<file path="src/rtl/uart_mem_cmd_decoder_pkg.sv">
// rtl/uart_mem_cmd_decoder_pkg.sv - shared state encoding, frame layout and response byte helper
package uart_mem_cmd_decoder_pkg;

  typedef enum logic [2:0] {
    S_IDLE    = 3'd0,
    S_ADDR    = 3'd1,
    S_DATA    = 3'd2,
    S_ISSUE   = 3'd3,
    S_WAIT_RD = 3'd4,
    S_SEND    = 3'd5,
    S_ACK     = 3'd6
  } state_e;

  // Header byte bit positions
  localparam int HDR_RW  = 7;
  localparam int HDR_MEM = 6;
  localparam int HDR_A8  = 0;

  // Frame lengths in bytes
  localparam int WR_DATA_BYTES = 4;
  localparam int RESP_BYTES    = 6;

  // Read response word layout: {mem_type, addr[8:0], data[31:0]}
  localparam int RESP_W        = 42;
  localparam int RESP_MEM_BIT  = 41;
  localparam int RESP_ADDR_LSB = 32;
  localparam int RESP_DATA_LSB = 0;

  // Byte idx (0 = first on the wire) of the response word zero-extended to 48 bits
  function automatic logic [7:0] resp_byte(input logic [RESP_W-1:0] word, input logic [2:0] idx);
    logic [7:0] b;
    case (idx)
      3'd0:    b = {6'b0, word[RESP_MEM_BIT], word[RESP_ADDR_LSB + 8]};
      3'd1:    b = word[RESP_ADDR_LSB +: 8];
      3'd2:    b = word[RESP_DATA_LSB + 24 +: 8];
      3'd3:    b = word[RESP_DATA_LSB + 16 +: 8];
      3'd4:    b = word[RESP_DATA_LSB + 8 +: 8];
      3'd5:    b = word[RESP_DATA_LSB +: 8];
      default: b = 8'h00;
    endcase
    return b;
  endfunction

endpackage

</file>
<file path="src/rtl/cmd_timeout_counter.sv">
// rtl/cmd_timeout_counter.sv - idle-cycle counter that flags expiry after TIMEOUT_CYCLES
module cmd_timeout_counter #(
  parameter int TIMEOUT_CYCLES = 255
) (
  input  logic clk,
  input  logic reset,
  input  logic clear,
  input  logic enable,
  output logic expired
);

  localparam int CW = $clog2(TIMEOUT_CYCLES + 1);
  localparam logic [CW-1:0] LIMIT = CW'(TIMEOUT_CYCLES);

  logic [CW-1:0] count_q;
  logic [CW-1:0] count_d;

  assign expired = enable && (count_q == LIMIT);

  // Count enabled cycles, saturating at the limit; clear wins over counting
  always_comb begin
    count_d = count_q;
    if (clear) begin
      count_d = '0;
    end else if (enable && !expired) begin
      count_d = count_q + 1'b1;
    end
  end

  // Counter register
  always_ff @(posedge clk) begin
    if (reset) begin
      count_q <= '0;
    end else begin
      count_q <= count_d;
    end
  end

endmodule

</file>
<file path="src/rtl/uart_mem_cmd_decoder.sv">
// rtl/uart_mem_cmd_decoder.sv - UART byte frames to memory debug commands, read data back to UART
module uart_mem_cmd_decoder
  import uart_mem_cmd_decoder_pkg::*;
#(
  parameter int         TIMEOUT_CYCLES = 255,
  parameter logic [7:0] ACK_BYTE       = 8'hA5
) (
  input  logic               clk,
  input  logic               reset,
  input  logic [7:0]         rx_byte,
  input  logic               rx_valid,
  output logic [7:0]         tx_byte,
  output logic               tx_valid,
  input  logic               tx_ready,
  input  logic               enable,
  output logic               write_mem_req,
  output logic               target_mem_type,
  output logic [8:0]         target_addr,
  output logic [31:0]        uart_rx_data_in,
  output logic               rw_flag,
  input  logic               data_mem_tx_data_ready,
  input  logic [RESP_W-1:0]  data_mem_tx_data,
  input  logic               inst_mem_tx_data_ready,
  input  logic [RESP_W-1:0]  inst_mem_tx_data,
  output logic               busy,
  output logic               cmd_error
);

  state_e              state_q;
  logic                rw_q;
  logic                mem_q;
  logic [8:0]          addr_q;
  logic [31:0]         data_q;
  logic [1:0]          byte_cnt_q;
  logic [2:0]          send_idx_q;
  logic [RESP_W-1:0]   resp_q;
  logic [7:0]          tx_byte_q;
  logic                tx_valid_q;
  logic                wr_req_q;
  logic                err_q;

  logic                in_rx_frame;
  logic                tmr_enable;
  logic                tmr_clear;
  logic                tmr_expired;
  logic                resp_hit;
  logic [RESP_W-1:0]   resp_word;
  logic                drop_byte;

  // The timer only runs while waiting on the host (mid-frame) or on the selected memory
  assign in_rx_frame = (state_q == S_ADDR) || (state_q == S_DATA);
  assign tmr_enable  = in_rx_frame || (state_q == S_WAIT_RD);
  assign tmr_clear   = !tmr_enable || (in_rx_frame && rx_valid);

  // Only the memory that was addressed may answer; the other strobe is ignored
  assign resp_hit  = mem_q ? inst_mem_tx_data_ready : data_mem_tx_data_ready;
  assign resp_word = mem_q ? inst_mem_tx_data : data_mem_tx_data;

  // Bytes arriving once the frame is complete cannot be buffered and are dropped
  assign drop_byte = rx_valid && ((state_q == S_ISSUE) || (state_q == S_WAIT_RD) ||
                                  (state_q == S_SEND)  || (state_q == S_ACK));

  cmd_timeout_counter #(
    .TIMEOUT_CYCLES(TIMEOUT_CYCLES)
  ) u_timeout (
    .clk     (clk),
    .reset   (reset),
    .clear   (tmr_clear),
    .enable  (tmr_enable),
    .expired (tmr_expired)
  );

  // Command FSM: frame assembly, halted issue, response capture and serialisation
  always_ff @(posedge clk) begin
    if (reset) begin
      state_q    <= S_IDLE;
      rw_q       <= 1'b0;
      mem_q      <= 1'b0;
      addr_q     <= '0;
      data_q     <= '0;
      byte_cnt_q <= '0;
      send_idx_q <= '0;
      resp_q     <= '0;
      tx_byte_q  <= '0;
      tx_valid_q <= 1'b0;
      wr_req_q   <= 1'b0;
      err_q      <= 1'b0;
    end else begin
      wr_req_q <= 1'b0;
      err_q    <= drop_byte;
      case (state_q)
        S_IDLE: begin
          if (rx_valid) begin
            rw_q      <= rx_byte[HDR_RW];
            mem_q     <= rx_byte[HDR_MEM];
            addr_q[8] <= rx_byte[HDR_A8];
            state_q   <= S_ADDR;
          end
        end
        S_ADDR: begin
          if (rx_valid) begin
            addr_q[7:0] <= rx_byte;
            byte_cnt_q  <= '0;
            state_q     <= rw_q ? S_DATA : S_ISSUE;
          end else if (tmr_expired) begin
            err_q   <= 1'b1;
            state_q <= S_IDLE;
          end
        end
        S_DATA: begin
          if (rx_valid) begin
            data_q     <= {data_q[23:0], rx_byte};
            byte_cnt_q <= byte_cnt_q + 2'd1;
            if (byte_cnt_q == 2'(WR_DATA_BYTES - 1)) begin
              state_q <= S_ISSUE;
            end
          end else if (tmr_expired) begin
            err_q   <= 1'b1;
            state_q <= S_IDLE;
          end
        end
        S_ISSUE: begin
          if (!enable) begin
            wr_req_q <= 1'b1;
            if (rw_q) begin
              tx_byte_q  <= ACK_BYTE;
              tx_valid_q <= 1'b1;
              state_q    <= S_ACK;
            end else begin
              state_q <= S_WAIT_RD;
            end
          end
        end
        S_WAIT_RD: begin
          if (resp_hit) begin
            resp_q     <= resp_word;
            tx_byte_q  <= resp_byte(resp_word, 3'd0);
            tx_valid_q <= 1'b1;
            send_idx_q <= '0;
            state_q    <= S_SEND;
          end else if (tmr_expired) begin
            err_q   <= 1'b1;
            state_q <= S_IDLE;
          end
        end
        S_SEND: begin
          if (tx_ready) begin
            if (send_idx_q == 3'(RESP_BYTES - 1)) begin
              tx_valid_q <= 1'b0;
              state_q    <= S_IDLE;
            end else begin
              send_idx_q <= send_idx_q + 3'd1;
              tx_byte_q  <= resp_byte(resp_q, send_idx_q + 3'd1);
            end
          end
        end
        S_ACK: begin
          if (tx_ready) begin
            tx_valid_q <= 1'b0;
            state_q    <= S_IDLE;
          end
        end
        default: state_q <= S_IDLE;
      endcase
    end
  end

  assign busy            = (state_q != S_IDLE);
  assign cmd_error       = err_q;
  assign write_mem_req   = wr_req_q;
  assign rw_flag         = rw_q;
  assign target_mem_type = mem_q;
  assign target_addr     = addr_q;
  assign uart_rx_data_in = data_q;
  assign tx_byte         = tx_byte_q;
  assign tx_valid        = tx_valid_q;

endmodule
</file>
<file path="config.mk">
export PLATFORM = sky130hd
export DESIGN_NAME = uart_mem_cmd_decoder
export DESIGN_NICKNAME = d
export VERILOG_FILES = /design/src/rtl/uart_mem_cmd_decoder_pkg.sv /design/src/rtl/cmd_timeout_counter.sv /design/src/rtl/uart_mem_cmd_decoder.sv
export SDC_FILE = /design/constraint.sdc
export NUM_CORES = 1
export LEC_CHECK = 0
export ABC_CLOCK_PERIOD_IN_PS = 1900
export CAP_MARGIN = 10
export CORE_ASPECT_RATIO = 0.5
export CORE_MARGIN = 8
export CORE_UTILIZATION = 47
export CTS_BUF_LIST = sky130_fd_sc_hd__clkbuf_8 sky130_fd_sc_hd__clkbuf_16
export DETAILED_ROUTE_END_ITERATION = 7
export GPL_ROUTABILITY_DRIVEN = 0
export PLACE_DENSITY = 0.8
export SLEW_MARGIN = 20
export SYNTH_ARGS = -nofsm -noshare
export SYNTH_HDL_FRONTEND = slang
export SYNTH_SLANG_ARGS = --single-unit
</file>
<file path="constraint.sdc">
create_clock -name clk -period 1.9 [get_ports clk]
set_input_delay 0.19 -clock clk [delete_from_list [all_inputs] [get_ports clk]]
set_output_delay 0.19 -clock clk [all_outputs]
set_load 0.02 [all_outputs]
</file>
==> key figures <==
Logic synthesis
  • Multiplexer share of the synthesized area: 10.8%
  • Avg Inst Size Synth: around 8.8 µm²
  • Post-synthesis compound-gate area fraction: roughly a fifth
  • Most frequent cell after synthesis: dfxtp_1
  • Seq/Total Area, Yosys: a little over two fifths
  • Share of synthesized flip-flops with an asynchronous set or reset: 0%
  • Synth Area in Adders: ~1.7%
  • Area share of and/or/nand/nor cells after synthesis: around 17%
  • Post-synth top cells: dfxtp_1, nor2_1, nand2_1, mux2i_1, a21oi_1
  • Summed instance area of the synthesized netlist: about 5100 µm²
  • Synthesis Warnings: 0
  • Top cell type by total area after synthesis: dfxtp_1
  • Post-synth EDFFs: 0
  • Syn_nets: 689
  • Number of distinct library cell variants in the gate-level netlist after synthesis: 52
  • Biggest area contributors in the synthesized netlist: dfxtp_1, mux2i_1, nor2_1
  • Post-synthesis register bit count: approximately 110
  • Xor/xnor cell area share of the yosys netlist: 1.36%
  • Proportion of netlist area held by the largest area contributor: about 44%
  • Largest family of logic cells by synthesized area: compound AO/OA/AOI/OAI gates
  • Instance count of the mapped netlist: approximately 580
  • Most used flip-flop cell after synthesis: dfxtp_1

Critical path
  • Crit start category: flop
  • Slack of the worst reg-to-reg path: around 0.084 ns
  • Number of cell instances on the worst register-to-register path: 7
  • Classification of the worst setup path: reg -> reg
  • Top fanout value on the critical path: 5
  • Endpoint of the most critical register-to-register path: send_idx_q[2]
  • Category of the worst setup path capture point: flop
  • Critical register-to-register path startpoint: send_idx_q[1]
  • Worst Path Arrival: between 2 and 2.5 ns
  • Data required time of the worst path: about 2.1 ns
  • Worst setup path startpoint: send_idx_q[1]

Floorplan
  • Standard-cell row count: 27
  • Die ar.: approximately 15000 µm²
  • Die X: 164 µm
  • Die H: 89.9 µm
  • Initial cell density of the core: around 48%
  • Core Footprint: between 10000 and 15000 µm²
  • Number of top-level pins: about 150

STA
  • Pins over their slew limit: 0
  • Final hold violations: 0
  • Min Clock Period, post-route: 1.82 ns
  • Setup skew after layout: between 0.008 and 0.009 ns
  • Period utilization: between 90% and 100%
  • Fin worst setup slack: roughly 0.084 ns
  • Peak clock frequency supported by timing: between 0.5 and 0.6 GHz
  • Final setup violation count: 0
  • Rel. slew slack: approximately 67%
  • Least-Margin Pin Slew: roughly 0.5 ns

GRT
  • Congestion Overflow GR: 0
  • All-Layer GR Usage: roughly 19%
  • Pin count of the biggest net entering global routing: 54
  • Number of antenna violations at the first check in global routing: 0
  • Number of global-route vias before repair: between 4000 and 5000
  • First-pass GRT wire length: roughly 24000 µm

Flow run
  • MaxCap Viol Count: 0

Clock tree
  • CTS tree: built
  • Count of hold buffers inserted by post-cts repair: 0
  • Root Driver: clkbuf_16
  • Clock-pin slew on the worst setup and hold paths: approximately 0.070 ns
  • H-tree Lvls: 3
  • Clock Latency Late Sink: approximately 0.35 ns
  • Clock sink total: between 100 and 150
  • Maximum root-to-sink buffer count: 2
  • CTS Buf Count: 9

Layout
  • Total Nets Final: 830
  • Layout Cells excl Fill: between 800 and 900
  • Filler cell count in the final layout: slightly below 900
  • Share of post-route cells with drive strength above 1: 9.05%
  • Growth of design area from synthesis to finish: 40.0%
  • Number of diodes added for antenna fixing: 0

Min path
  • Worst Hold Path Cells: 2
  • Worst min-delay path class: in -> reg
  • HP Start: reset
  • Worst min-delay path endpoint: resp_q[32]

Detailed routing
  • DRT iter0 DRCs: roughly 250
  • Total DRC errors in the routed layout: 0
  • Vias/cell: roughly 5.4
  • Routed via count: about 4700
  • Count of antenna-violating nets left after detailed routing: 0
  • Post-detailed-routing wire length: ~15000 µm
  • Count of TritonRoute iterations in the first routing pass: 5
  • Wire length per cell after detailed routing: roughly 17 µm

Place
  • Cell count after placement: 856
  • Place WS: just under 0.06 ns
  • Number of I/O port buffers: 153
  • HPWL after detailed placement: 10800 µm

Power
  • Maximum vdd drop: a little over 0.0004 V
  • Leakage power: 0.00243 µW
  • Areal power density over the cells: a little over 800 nW/µm²

Status
  • Result of the run: finished clean
cells by family (layout without fill, tap and decap cells):
| family | Yosys count | count (layout) |
|---|---|---|
| AND/OR/NAND/NOR | 205 | 205 |
| multiplexers | 55 | 55 |
| XOR/XNOR | 8 | 8 |
| AO/OA/AOI/OAI | 146 | 146 |
| adder cells (fa/ha/maj) | 7 | 7 |
| flip-flops | 112 | 112 |
| buffers and inverters | 50 | 196 |
layer usage:
| layer | global-route usage, % | part of all wire, % | vias up |
|---|---|---|---|
| met1 | 21.2 | 40 | 2238 |
| met4 | 6.02 | 1.1 | 0 |
| met3 | 9.01 | 9.8 | 13 |
| met5 | 0 | 0 | - |
| met2 | 33.1 | 49 | 126 |
| li1 | - | - | 2353 |
worst max-delay path, cell delays in order, from the launching register on:
cell and delay [ns]:
dfxtp_1 0.43, inv_1 0.10, ha_1 0.20, nand2_1 0.16, nand2_1 0.11, a211oi_4 0.32
o21ai_1 0.12, a32o_1 0.27
cell usage in the layout, fill, tap and decap left out, types with 4 or more instances in the layout:
master           instances
a22o_1                   6
clkdlybuf4s50_1        150
o2bb2ai_1                4
a22oi_1                  7
nand2b_1                 6
nor3_1                   6
a21oi_1                 50
nor2_1                  83
clkbuf_16                9
a222oi_1                 6
a211oi_2                10
xor2_1                   6
o21ai_0                  6
nand2_1                 78
buf_12                   5
buf_4                   19
o22ai_1                  4
nand3_1                  9
a211oi_1                34
ha_1                     5
mux2i_1                 54
dfxtp_1                111
stage by stage:
step	setup TNS [ns]	util (%)	total power (µW)	instance area, µm²	hold WS [ns]
CTS	0	66.1	5990	7150	0.173
global route	-0.0387	66.5	6250	7190	0.181
global placement	0	63.4	4150	6860	0.443
detailed placement	0	63.4	4170	6860	0.450
finish	0	66.5	5970	7190	0.186
floorplan	0	-	3540	5130	0.267
power breakdown:
| group | switching, µW | internal, µW | leakage, µW | total, µW |
|---|---|---|---|---|
| logic | 833 | 747 | 0.00137 | 1580 |
| registers | 92.5 | 2460 | 0.000904 | 2550 |
| clock network | 838 | 998 | 0.000149 | 1840 |
| total | 1760 | 4210 | 0.00243 | 5970 |
worst max-delay path by stage:
stage / to / slack, ns / cells past startpoint
finish: send_idx_q[2] / 0.08 / 7
global route: send_idx_q[0] / -0.02 / 8
CTS: tx_byte[1] / 0.04 / 6
detailed placement: tx_byte[3] / 0.06 / 6
global placement: tx_byte[2] / 0.15 / 6
floorplan: send_idx_q[2] / 0.18 / 8
registers in the layout, summed over array words and instances (netlist names):
signal             flops
tx_byte                8
tx_valid               1
uart_rx_data_in       32
u_timeout.count_q      8
send_idx_q             3
resp_q                42
state_q                3
target_mem_type        1
target_addr            9
cmd_error              1
write_mem_req          1
byte_cnt_q             2
rw_flag                1
final cells by class:
class,count,area (µm²),share of cell area [%]
clock buffer,12,267,3.71
clock inverter,4,27.5,0.383
inverter,4,15.0,0.209
multi-input combinational,421,2690,37.5
sequential,112,2240,31.2
tap,145,181,2.52
timing repair buffer,176,1760,24.5
timing repair:
| item | 4_1_cts | 5_1_grt |
|---|---|---|
| setup endpoints to repair | 2 | 14 |
| setup buffers | 0 | 2 |
| pin swaps | 0 | 2 |
| gates cloned | 0 | 0 |
| gates resized for setup | 2 | 7 |
(Power assumes the default switching activity.)
==> variant (same settings) <==
`TIMEOUT_CYCLES` is set to 255 in 2 places; all go to 510.
--- a/src/rtl/cmd_timeout_counter.sv
+++ b/src/rtl/cmd_timeout_counter.sv
@@ -1,6 +1,6 @@
 // rtl/cmd_timeout_counter.sv - idle-cycle counter that flags expiry after TIMEOUT_CYCLES
 module cmd_timeout_counter #(
-  parameter int TIMEOUT_CYCLES = 255
+  parameter int TIMEOUT_CYCLES = 510
 ) (
   input  logic clk,
   input  logic reset,
--- a/src/rtl/uart_mem_cmd_decoder.sv
+++ b/src/rtl/uart_mem_cmd_decoder.sv
@@ -2,7 +2,7 @@
 module uart_mem_cmd_decoder
   import uart_mem_cmd_decoder_pkg::*;
 #(
-  parameter int         TIMEOUT_CYCLES = 255,
+  parameter int         TIMEOUT_CYCLES = 510,
   parameter logic [7:0] ACK_BYTE       = 8'hA5
 ) (
   input  logic               clk,
Function: same outputs for any inputs over 10 cycles, from zero or initial values and one cycle with reset high; that may be too few to reach the edited logic, so the function may still have changed.
==> variant against the original RTL <==
Sequential cell count increased by 1. Cell count increased by 9.0%. Clock power increased by 77%. Total power increased by 31%. Synthesized area increased by 7.4%. Wire length increased by 8.4%. Final area increased by 12%. Global-route usage increased by 0.18 points. Setup slack got worse by 0.025 ns.
==> variant: results (changes against the original RTL) <==
global-route wire length before repair 25200 µm (+6.6%); largest net degree at the start of global routing 106 (+96%); routed via count 5123 (+8.3%); R2R Path End resp_q[35]; CP max FO 42 (+37); dpl cells 919 (+7.4%); dpl hpwl 10800 µm (+0.40%); Worst-path clk slew 0.05 ns (-0.02 ns); total track usage 0.196 (+0.00175); ranking of synthesized cells by area dfxtp_1 41%, mux2i_1 11%, nand2_1 5.6%, a211oi_2 4.5%, a21oi_1 4.2%; CTS Buf Count 17 (+8); Synth Area in Adders 0.0181 (+0.00109); worst reg2reg path startpoint state_q[1]; Internal 5.59 mW (+33%); Synth Area in XOR/XNOR 0.00930 (-0.00434); Min-Delay Path Depth 4 (+2); post-cts resize count 5 (+3); Hold EP state_q[1]; sequential group share of total power 0.335 (-0.093); Top Family by Delay on Critical Path simple AND/OR/NAND/NOR gates; pre-CTS setup slack -0.0521 ns (-0.112 ns); Arr. time, crit path 2.13 ns (+0.08 ns); Placed Area 0.00735 mm² (+7.2%); Total Power 7.84 mW (+31%); First DRT Iteration DRCs 418 (+70%); fin crit share 0.969 (+0.0130); layout cells sized above 1 0.141 (+0.0503); Skew-Pair Late Insertion Delay 0.40 ns (+0.05 ns); Final #Nets 882 (+6.3%); status finished clean; FF-to-FF setup slack 0.06 ns (-0.02 ns); R2R depth 6 (-1); syn_nets 726 (+5.4%)
-- variant: layer usage --
metal / GRT usage / wire [µm] / up-vias
met5: 0 / 0 / -
met4: 0.0775 / 308 / 0
met3: 0.0509 / 815 / 32
met2: 0.329 / 7710 / 149
met1: 0.239 / 6940 / 2389
li1: - / - / 2553
-- variant: final cells by class --
| cell class | count | area [µm²] | share of cell area |
|---|---|---|---|
| multi-input cells | 446 | 3000 | 0.375 |
| flip-flops and latches | 113 | 2270 | 0.283 |
| repair buffers | 188 | 1890 | 0.236 |
| clock buffers | 19 | 453 | 0.0565 |
| well taps | 165 | 206 | 0.0257 |
| clock inverters | 13 | 160 | 0.0200 |
| inverters | 9 | 33.8 | 0.00421 |
-- variant: kinds of logic (layout without fill, tap and decap cells) --
kind of cell / Yosys count / after routing
adder cells (fa/ha/maj): 8 / 8
buffers and inverters: 60 / 229
XOR/XNOR: 5 / 5
multiplexers: 63 / 63
AND/OR/NAND/NOR: 202 / 202
flip-flops: 113 / 113
AO/OA/AOI/OAI: 168 / 168
